### src/rtl/uart_tx_param_if.sv
// CPU-side write port of the UART transmitter: write strobe/data in, FIFO status out.
interface uart_tx_param_if #(
  parameter int DATA_W     = 8,
  parameter int FIFO_DEPTH = 4
);
  logic                        wr_en;
  logic [DATA_W-1:0]           wr_data;
  logic                        full;
  logic                        empty;
  logic [$clog2(FIFO_DEPTH):0] level;
  logic                        ovf;

  modport master (output wr_en, wr_data, input full, empty, level, ovf);
  modport slave  (input wr_en, wr_data, output full, empty, level, ovf);
endinterface

### src/rtl/uart_tx_param.sv
// Parametrised UART transmitter with transmit FIFO: start bit, DATA_W data bits LSB-first,
// optional parity/ninth bit, 1 or 2 stop bits, bit timing from an oversampled tick enable.
module uart_tx_param #(
  parameter int DATA_W     = 8,
  parameter int OVERSAMPLE = 16,
  parameter int FIFO_DEPTH = 4
) (
  input  logic                clk,
  input  logic                rst_n,
  input  logic                tick,
  input  logic [1:0]          cfg_parity,
  input  logic                cfg_bit9,
  input  logic                cfg_stop2,
  output logic                txd,
  output logic                busy,
  output logic                ti,
  uart_tx_param_if.slave      wr_if
);
  localparam int AW = $clog2(FIFO_DEPTH);
  localparam int LW = AW + 1;
  localparam int TW = $clog2(OVERSAMPLE);
  localparam int BW = $clog2(DATA_W);

  typedef enum logic [2:0] {IDLE, START, DATA, PARITY, STOP1, STOP2} state_t;

  state_t            state;
  logic [DATA_W-1:0] mem [FIFO_DEPTH];
  logic [AW-1:0]     wr_ptr, rd_ptr;
  logic [LW-1:0]     count;
  logic              ovf_q;
  logic [DATA_W-1:0] shreg;
  logic [TW-1:0]     tick_cnt;
  logic [BW-1:0]     bit_cnt;
  logic              par_en, par_bit, stop2;

  logic              push, pop, bit_end, par_next;
  logic [DATA_W-1:0] head;

  assign wr_if.full  = (count == LW'(FIFO_DEPTH));
  assign wr_if.empty = (count == '0);
  assign wr_if.level = count;
  assign wr_if.ovf   = ovf_q;

  // full is taken from the registered count, so a same-cycle pop never admits a write
  assign push    = wr_if.wr_en && !wr_if.full;
  assign pop     = (state == IDLE) && !wr_if.empty;
  assign head    = mem[rd_ptr];
  assign bit_end = tick && (tick_cnt == TW'(OVERSAMPLE - 1));

  always_comb begin
    par_next = 1'b0;
    case (cfg_parity)
      2'b01:   par_next = ^head;
      2'b10:   par_next = ~^head;
      2'b11:   par_next = cfg_bit9;
      default: par_next = 1'b0;
    endcase
  end

  always_ff @(posedge clk) begin
    if (push) mem[wr_ptr] <= wr_if.wr_data;
  end

  always_ff @(posedge clk or negedge rst_n) begin
    if (!rst_n) begin
      wr_ptr <= '0;
      rd_ptr <= '0;
      count  <= '0;
      ovf_q  <= 1'b0;
    end else begin
      if (push) wr_ptr <= wr_ptr + 1'b1;
      if (pop)  rd_ptr <= rd_ptr + 1'b1;
      count <= count + LW'(push) - LW'(pop);
      ovf_q <= wr_if.wr_en && wr_if.full;
    end
  end

  always_ff @(posedge clk or negedge rst_n) begin
    if (!rst_n) begin
      state    <= IDLE;
      txd      <= 1'b1;
      busy     <= 1'b0;
      ti       <= 1'b0;
      shreg    <= '0;
      tick_cnt <= '0;
      bit_cnt  <= '0;
      par_en   <= 1'b0;
      par_bit  <= 1'b0;
      stop2    <= 1'b0;
    end else begin
      ti <= 1'b0;
      if (state != IDLE && tick)
        tick_cnt <= bit_end ? '0 : tick_cnt + 1'b1;
      // txd is registered, so each transition loads the level of the bit being entered
      case (state)
        IDLE: begin
          txd <= 1'b1;
          if (pop) begin
            shreg    <= head;
            par_en   <= (cfg_parity != 2'b00);
            par_bit  <= par_next;
            stop2    <= cfg_stop2;
            tick_cnt <= '0;
            bit_cnt  <= '0;
            state    <= START;
            txd      <= 1'b0;
            busy     <= 1'b1;
          end
        end
        START: if (bit_end) begin
          state <= DATA;
          txd   <= shreg[0];
        end
        DATA: if (bit_end) begin
          shreg   <= shreg >> 1;
          bit_cnt <= bit_cnt + 1'b1;
          if (bit_cnt == BW'(DATA_W - 1)) begin
            state <= par_en ? PARITY : STOP1;
            txd   <= par_en ? par_bit : 1'b1;
          end else begin
            txd <= shreg[1];
          end
        end
        PARITY: if (bit_end) begin
          state <= STOP1;
          txd   <= 1'b1;
        end
        STOP1: if (bit_end) begin
          if (stop2) begin
            state <= STOP2;
          end else begin
            state <= IDLE;
            busy  <= 1'b0;
            ti    <= 1'b1;
          end
        end
        STOP2: if (bit_end) begin
          state <= IDLE;
          busy  <= 1'b0;
          ti    <= 1'b1;
        end
        default: begin
          state <= IDLE;
          txd   <= 1'b1;
          busy  <= 1'b0;
        end
      endcase
    end
  end
endmodule

### src/flat_wrapper.sv
// flat-port wrapper written by rule: the top's interface ports become plain ports
module uart_tx_param_flat 
#(
  parameter int DATA_W     = 8,
  parameter int OVERSAMPLE = 16,
  parameter int FIFO_DEPTH = 4
)
  (clk, rst_n, tick, cfg_parity, cfg_bit9, cfg_stop2, txd, busy, ti, wr_if_wr_en, wr_if_wr_data, wr_if_full, wr_if_empty, wr_if_level, wr_if_ovf);
  uart_tx_param_if #(.DATA_W(DATA_W), .FIFO_DEPTH(FIFO_DEPTH)) wr_if_i ();
  input  logic clk;
  input  logic rst_n;
  input  logic tick;
  input  logic [1:0] cfg_parity;
  input  logic cfg_bit9;
  input  logic cfg_stop2;
  output logic txd;
  output logic busy;
  output logic ti;
  input wire logic [$bits(wr_if_i.wr_en)-1:0] wr_if_wr_en;
  input wire logic [$bits(wr_if_i.wr_data)-1:0] wr_if_wr_data;
  output wire logic [$bits(wr_if_i.full)-1:0] wr_if_full;
  output wire logic [$bits(wr_if_i.empty)-1:0] wr_if_empty;
  output wire logic [$bits(wr_if_i.level)-1:0] wr_if_level;
  output wire logic [$bits(wr_if_i.ovf)-1:0] wr_if_ovf;
  assign wr_if_i.wr_en = wr_if_wr_en;
  assign wr_if_i.wr_data = wr_if_wr_data;
  assign wr_if_full = wr_if_i.full;
  assign wr_if_empty = wr_if_i.empty;
  assign wr_if_level = wr_if_i.level;
  assign wr_if_ovf = wr_if_i.ovf;
  uart_tx_param #(.DATA_W(DATA_W), .OVERSAMPLE(OVERSAMPLE), .FIFO_DEPTH(FIFO_DEPTH)) u_core (.clk(clk), .rst_n(rst_n), .tick(tick), .cfg_parity(cfg_parity), .cfg_bit9(cfg_bit9), .cfg_stop2(cfg_stop2), .txd(txd), .busy(busy), .ti(ti), .wr_if(wr_if_i));
endmodule
### config.mk
export PLATFORM = sky130hd
export DESIGN_NAME = uart_tx_param_flat
export DESIGN_NICKNAME = d
export VERILOG_FILES = /design/src/rtl/uart_tx_param_if.sv /design/src/rtl/uart_tx_param.sv /design/src/flat_wrapper.sv
export SDC_FILE = /design/constraint.sdc
export NUM_CORES = 1
export LEC_CHECK = 0
export CELL_PAD_IN_SITES_DETAIL_PLACEMENT = 1
export CELL_PAD_IN_SITES_GLOBAL_PLACEMENT = 2
export CORE_ASPECT_RATIO = 1.4
export CORE_MARGIN = 8
export CORE_UTILIZATION = 43
export CTS_CLUSTER_DIAMETER = 120
export DETAILED_ROUTE_END_ITERATION = 16
export PLACE_DENSITY_LB_ADDON = 0.1
export SYNTH_ARGS = -nofsm -noshare
export SYNTH_HDL_FRONTEND = slang
export SYNTH_SLANG_ARGS = --single-unit
### constraint.sdc
create_clock -name clk -period 6.85 [get_ports clk]
set_clock_uncertainty 0.15 [all_clocks]
set_input_delay 2.055 -clock clk [delete_from_list [all_inputs] [get_ports clk]]
set_output_delay 2.055 -clock clk [all_outputs]
set_load 0.05 [all_outputs]
==> summary.txt, run 1 <==
Synth
  – Unique masters post-synth: 36
  – Cells after Synth: just over 200
  – Syn nets: ~230
  – YS warnings: 0
  – Cell taking the most area after synthesis: edfxtp_1
  – FFs w/ async S/R, synth: about half
  – Seq cells post-synth: 64
  – Synth area leaders: edfxtp_1, dfrtp_1, mux4_2
  – Mean Syn Cell Area: 13.68 µm²
  – Main synth FF type: edfxtp_1
  – Post-synth EDFFs: 32
  – Post-Syn Area: around 2800 µm²
  – Sequential area share after synthesis: 62.23%
  – Most frequent cell after synthesis: edfxtp_1
  – Yosys top cell area share: between 30% and 40%
  – Post-synth top cells: edfxtp_1, dfrtp_1, nor2_1

Clock network
  – Clk pin slew, worst setup/hold paths: ~0.080 ns
  – TritonCTS clock tree: yes
  – CTS sink count: 64
  – Worst-Skew Late Latency: 0.34 ns
  – Root Driver: clkbuf_8
  – CTS max path bufs: 2
  – Number of buffers created by CTS: 9
  – H-tree lvl count: 3
  – Setup Fix Bufs, Post-CTS: 0
  – Hold buffers post-CTS: 0
  – Post-CTS sizing: 0

Floorplanning
  – Die H: 112.0 µm
  – Starting Density: approximately 44%
  – Overall die width: around 85 µm
  – Rows: 35
  – Core region area: ~6500 µm²
  – Die ar.: between 9000 and 10000 µm²
  – I/O pins: 25

Layout
  – # diodes: 0
  – Ratio of cells with drive above 1 in the final layout: a little over an eighth
  – Final nets: between 200 and 300
  – Layout Area Growth over Synthesis: 18.90%
  – Total of fill cells in the finished design: 666
  – Finished Cell Area: approximately 3400 µm²

Power
  – Comb pwr share: between 40 and 50%
  – Reg power frac: 37.8%
  – Psw: 609.7 µW
  – Worst VDD drop: ~230 µV
  – Switching Fraction: a little under two fifths
  – Clock Power Share: a little over a fifth
  – Int Pwr: between 1000 and 1500 µW
  – Final total power: about 1600 µW
  – Power per cell area: ~480 nW/µm²
  – Total leakage power: about 0.0014 µW

Worst hold path
  – Min-Delay Startpoint: u_core.txd$_DFFE_PN1P_
  – Hold Path Class: register to register

Placement
  – Post-DP Area: 3148 µm²
  – DP Worst Slack: between 2 and 3 ns
  – DP HPWL: 4266 µm
  – Gp weighted congestion: roughly 0.8
  – I/O Buffers: 24

STA
  – Tmin final: approximately 4.4 ns
  – Setup slack after layout: roughly 2.4 ns
  – Fin. max-slew vios: 0
  – RSZ-0062 raised after global routing: no
  – Fmax: 225.0 MHz
  – Relative slew margins: between 30% and 40%
  – Final period util: between 60% and 70%
  – Finish-stage setup viols: 0
  – Final hold violation count: 0
  – Tightest Pin Transition: between 0.9 and 1 ns
  – Post-Route Setup TNS: 0 ns
  – WHS: approximately 0.33 ns

Global route
  – M1 GR Usage: between 10% and 20%
  – Global-route wire length before repair: 9963 µm
  – GRT met2 Usage: between 20% and 30%
  – Gr usage total: between 10% and 20%
  – Largest net degree at the start of global routing: 33
  – Overflow after GRT: 0
  – GRT met3 Usage: 3.728%
  – Global route hottest layer: met2
  – Vias in the first global route: between 1.5k and 2k
  – Antenna violations before repair: 0

Drt
  – Post-route ant nets: 0
  – Final wirelength: 5992 µm
  – Vias per cell: ~5.5
  – DR pass1 iterations: 4
  – DR vias: roughly 1.8k
  – DR iter-0 viols: 82
  – WL per Instance: ~19 µm
  – DRC: 0

Setup path
  – Crit Path Max Fanout: 4
  – Crit path kind: register to output pin
  – Crit. End Element: output pin
  – Startpoint Class: register
  – Worst Setup SP: u_core.wr_if.level[2]$_DFF_PN0_
  – CP Data Arrival Time: roughly 2.2 ns
  – R2R Path Start: u_core.wr_if.level[2]$_DFF_PN0_
  – Required time of the critical path: 4.64 ns

Status
  – Status: complete, no violations

Job
  – Max-cap violations: 0
[kinds of logic after synthesis]
| kind of cell | after synthesis | share of synthesized area [%] |
|---|---|---|
| xor gates and xnor gates | 13 | 4.549 |
| DFF | 64 | 62.23 |
| AOI/OAI and AO/OA | 33 | 6.758 |
| and+or+nand+nor | 52 | 8.790 |
| muxes | 19 | 10.51 |
| buffers and inverters | 16 | 2.473 |
| adders and majority gates | 10 | 4.682 |
[per-layer routing]
metal,vias to the layer above,part of all wire [%]
met4,0,1.6
met5,-,0
li1,818,-
met2,30,56
met1,897,39
met3,9,3.6
[power by group through the flow]
stage               Combinational [µW]  Sequential, µW  Clock [µW]
finish                             655             615         357
global route                       726             631         376
CTS                                669             615         365
detailed placement                 665             623           0
global placement                   638             613           0
floorplan                          485             616           0
[critical path: stages, from the launching register on]
cell             delay [ns]
dfrtp_1                0.43
nor3_1                 0.55
clkdlybuf4s50_1        0.92
[cell usage in the layout (no fill, tap or decap), drive strengths merged, types with 8 or more instances in the layout]
cell type	n
clkbuf	9
clkdlybuf4s50	24
a21oi	15
mux2i	8
xnor2	9
dfrtp	31
ha	9
inv	10
nand2	12
nor2	18
o21ai	8
mux4	8
edfxtp	32
[through the flow]
step                instances  utilization (%)
finish                    317            51.97
global route              317            51.97
CTS                       317            51.97
detailed placement        301            48.57
global placement          301            48.57
floorplan                 207                -
[final timing paths]
check | endpoint | cells past startpoint | slack [ns]
max in group asynchronous | u_core.txd$_DFFE_PN1P_ | 2 | 4.24
min in group asynchronous | u_core.tick_cnt[2]$_DFF_PN0_ | 2 | 1.98
hold reg to reg | u_core.txd$_DFFE_PN1P_ | 2 | 0.33
hold / removal | u_core.txd$_DFFE_PN1P_ | 2 | 0.33
setup / recovery | wr_if_empty | 2 | 2.41
setup reg to reg | u_core.wr_if.level[2]$_DFF_PN0_ | 8 | 4.24
[sequential cells by signal, indices dropped and copies added, names as in the netlist]
register            count
u_core.bit_cnt          3
u_core.busy             1
u_core.mem             32
u_core.par_bit          1
u_core.par_en           1
u_core.rd_ptr           2
u_core.shreg            8
u_core.state            3
u_core.stop2            1
u_core.ti               1
u_core.tick_cnt         4
u_core.txd              1
u_core.wr_if.level      3
u_core.wr_if.ovf        1
u_core.wr_ptr           2
[area by class of cell]
class / instances / area, µm² / area share [%]
flip-flops and latches: 64 / 1763 / 52.34
multi-input cells: 127 / 999.7 / 29.68
repair buffers: 26 / 255.2 / 7.578
clock buffers: 9 / 123.9 / 3.678
clock inverters: 7 / 96.34 / 2.860
well taps: 74 / 92.59 / 2.749
inverters: 10 / 37.54 / 1.114
(Power assumes the default switching activity.)
==> run 2, diff against run 1 <==
- CORE_UTILIZATION: 43 -> 40
- clock period: 6.85 -> 4.1 ns (I/O delays scaled with it)
==> run 2 against run 1 <==
Via count fell by 1.7%. Total power increased by 69%. Sequential cell count is the same. Critical path type unchanged.
==> summary.txt, run 2 (synthesis gave the netlist of run 1 again) <==
Status
  – Status: complete, no violations

Clock network
  – CTS sink count: between 60 and 70
  – CTS max path bufs: 2
  – H-tree lvl count: 3
  – Post-CTS sizing: 0
  – Number of buffers created by CTS: 9
  – Worst-Skew Late Latency: roughly 0.33 ns
  – Setup Fix Bufs, Post-CTS: 0
  – Hold buffers post-CTS: 0
  – TritonCTS clock tree: yes
  – Clk pin slew, worst setup/hold paths: 0.07 ns
  – Root Driver: clkbuf_8

Floorplanning
  – Starting Density: roughly 40%
  – Rows: 36
  – Overall die width: 87.12 µm
  – Die ar.: 10070 µm²
  – Die H: 115.6 µm
  – Core region area: ~6900 µm²
  – I/O pins: 25

Drt
  – WL per Instance: 16.73 µm
  – Vias per cell: between 5 and 6
  – DRC: 0
  – DR pass1 iterations: 4
  – Post-route ant nets: 0
  – DR iter-0 viols: 71
  – DR vias: 1724
  – Final wirelength: 5670 µm

Placement
  – I/O Buffers: 24
  – DP HPWL: roughly 4200 µm
  – Gp weighted congestion: 0.8253

STA
  – Finish-stage setup viols: 0
  – Final hold violation count: 0
  – Tmin final: approximately 3.5 ns
  – Post-Route Setup TNS: 0 ns
  – Fmax: about 290 MHz
  – Relative slew margins: ~61%
  – Final period util: 84.22%
  – Tightest Pin Transition: just under 0.6 ns
  – RSZ-0062 raised after global routing: no
  – Fin. max-slew vios: 0

Global route
  – Global-route wire length before repair: 9701 µm
  – Vias in the first global route: around 2.0k
  – Largest net degree at the start of global routing: 33
  – Overflow after GRT: 0
  – Gr usage total: 12.87%
  – Antenna violations before repair: 0

Setup path
  – Required time of the critical path: around 2.7 ns
  – CP Data Arrival Time: approximately 2.1 ns
  – Crit Path Max Fanout: 4
  – Slowest stage delay, CP: 0.90 ns
  – FF-to-FF setup slack: 1.58 ns
  – Crit path kind: register to output pin
  – Worst-path cell chain: nor3_1, clkdlybuf4s50_1
  – Crit. End Element: output pin
  – Worst path slowest cell: clkdlybuf4s50_1
  – Startpoint Class: register

Layout
  – Total of fill cells in the finished design: 738
  – Final nets: 265
  – Largest reg by FF count: u_core.mem
  – Most common cell after layout, fill and taps aside: edfxtp_1
  – Top flop regs: u_core.mem (32), u_core.shreg (8), u_core.tick_cnt (4)
  – Core Util, Final: between 40 and 50%
  – Commonest non-fill, non-tap cells in the layout: edfxtp_1, dfrtp_1, clkdlybuf4s50_1
  – Layout Area Growth over Synthesis: 20.94%
  – Ratio of cells with drive above 1 in the final layout: between 10 and 15%
  – # diodes: 0
  – Max reg flops: 32

Power
  – Worst VDD drop: around 300 µV
  – Final total power: 2752 µW
  – Power per cell area: around 800 nW/µm²
  – Total leakage power: roughly 0.0014 µW

Worst hold path
  – Hold Path Class: register to register

Job
  – Max-cap violations: 0
[run 2: stage by stage]
stage / instance area (µm²) / hold WS [ns] / setup WS (ns) / std cells
finish: 3426 / 0.3233 / 0.6470 / 339
global route: 3426 / 0.3676 / 0.4532 / 339
CTS: 3426 / 0.3318 / 0.5731 / 339
detailed placement: 3182 / 0.3202 / 0.9142 / 323
global placement: 3182 / 0.3136 / 0.9775 / 323
floorplan: 2833 / 0.3199 / 0.1606 / 207
[run 2: worst max-delay path, delay by kind of cell, from the launching register on]
family                 cells  cell delay [ns]
buffers and inverters      1             0.90
flip-flops                 1             0.42
AND/OR/NAND/NOR            1             0.42
[run 2: report_power, final]
part | switching [µW] | internal [µW]
registers | 143 | 870
clock network | 251 | 405
logic | 587 | 496
[run 2: cell type report]
class	count	area [µm²]	share of cell area [%]
clock buffer	9	123.9	3.616
clock inverter	7	120.1	3.506
inverter	10	37.54	1.096
multi-input combinational	127	999.7	29.18
sequential	64	1763	51.46
tap	95	118.9	3.470
timing repair buffer	27	262.8	7.670
[run 2: worst paths after layout]
kind / endpoint / startpoint / depth (start not counted)
max: wr_if_empty / u_core.wr_if.level[1]$_DFF_PN0_ / 2
min: u_core.txd$_DFFE_PN1P_ / u_core.txd$_DFFE_PN1P_ / 2
max reg2reg: u_core.wr_if.level[2]$_DFF_PN0_ / u_core.state[0]$_DFFE_PN0P_ / 9
min reg2reg: u_core.txd$_DFFE_PN1P_ / u_core.txd$_DFFE_PN1P_ / 2
max in group asynchronous: u_core.txd$_DFFE_PN1P_ / rst_n / 2
min in group asynchronous: u_core.tick_cnt[2]$_DFF_PN0_ / rst_n / 2
[run 2: per-layer routing]
layer  wire [µm]  track usage, %  share of wire, %  vias to the layer above
met2        2932           21.72                52                       29
met3         170           2.910               3.0                       15
met4         208           8.871               3.7                        0
li1            -               -                 -                      822
met1        2359           14.02                42                      858
met5           0               0                 0                        -
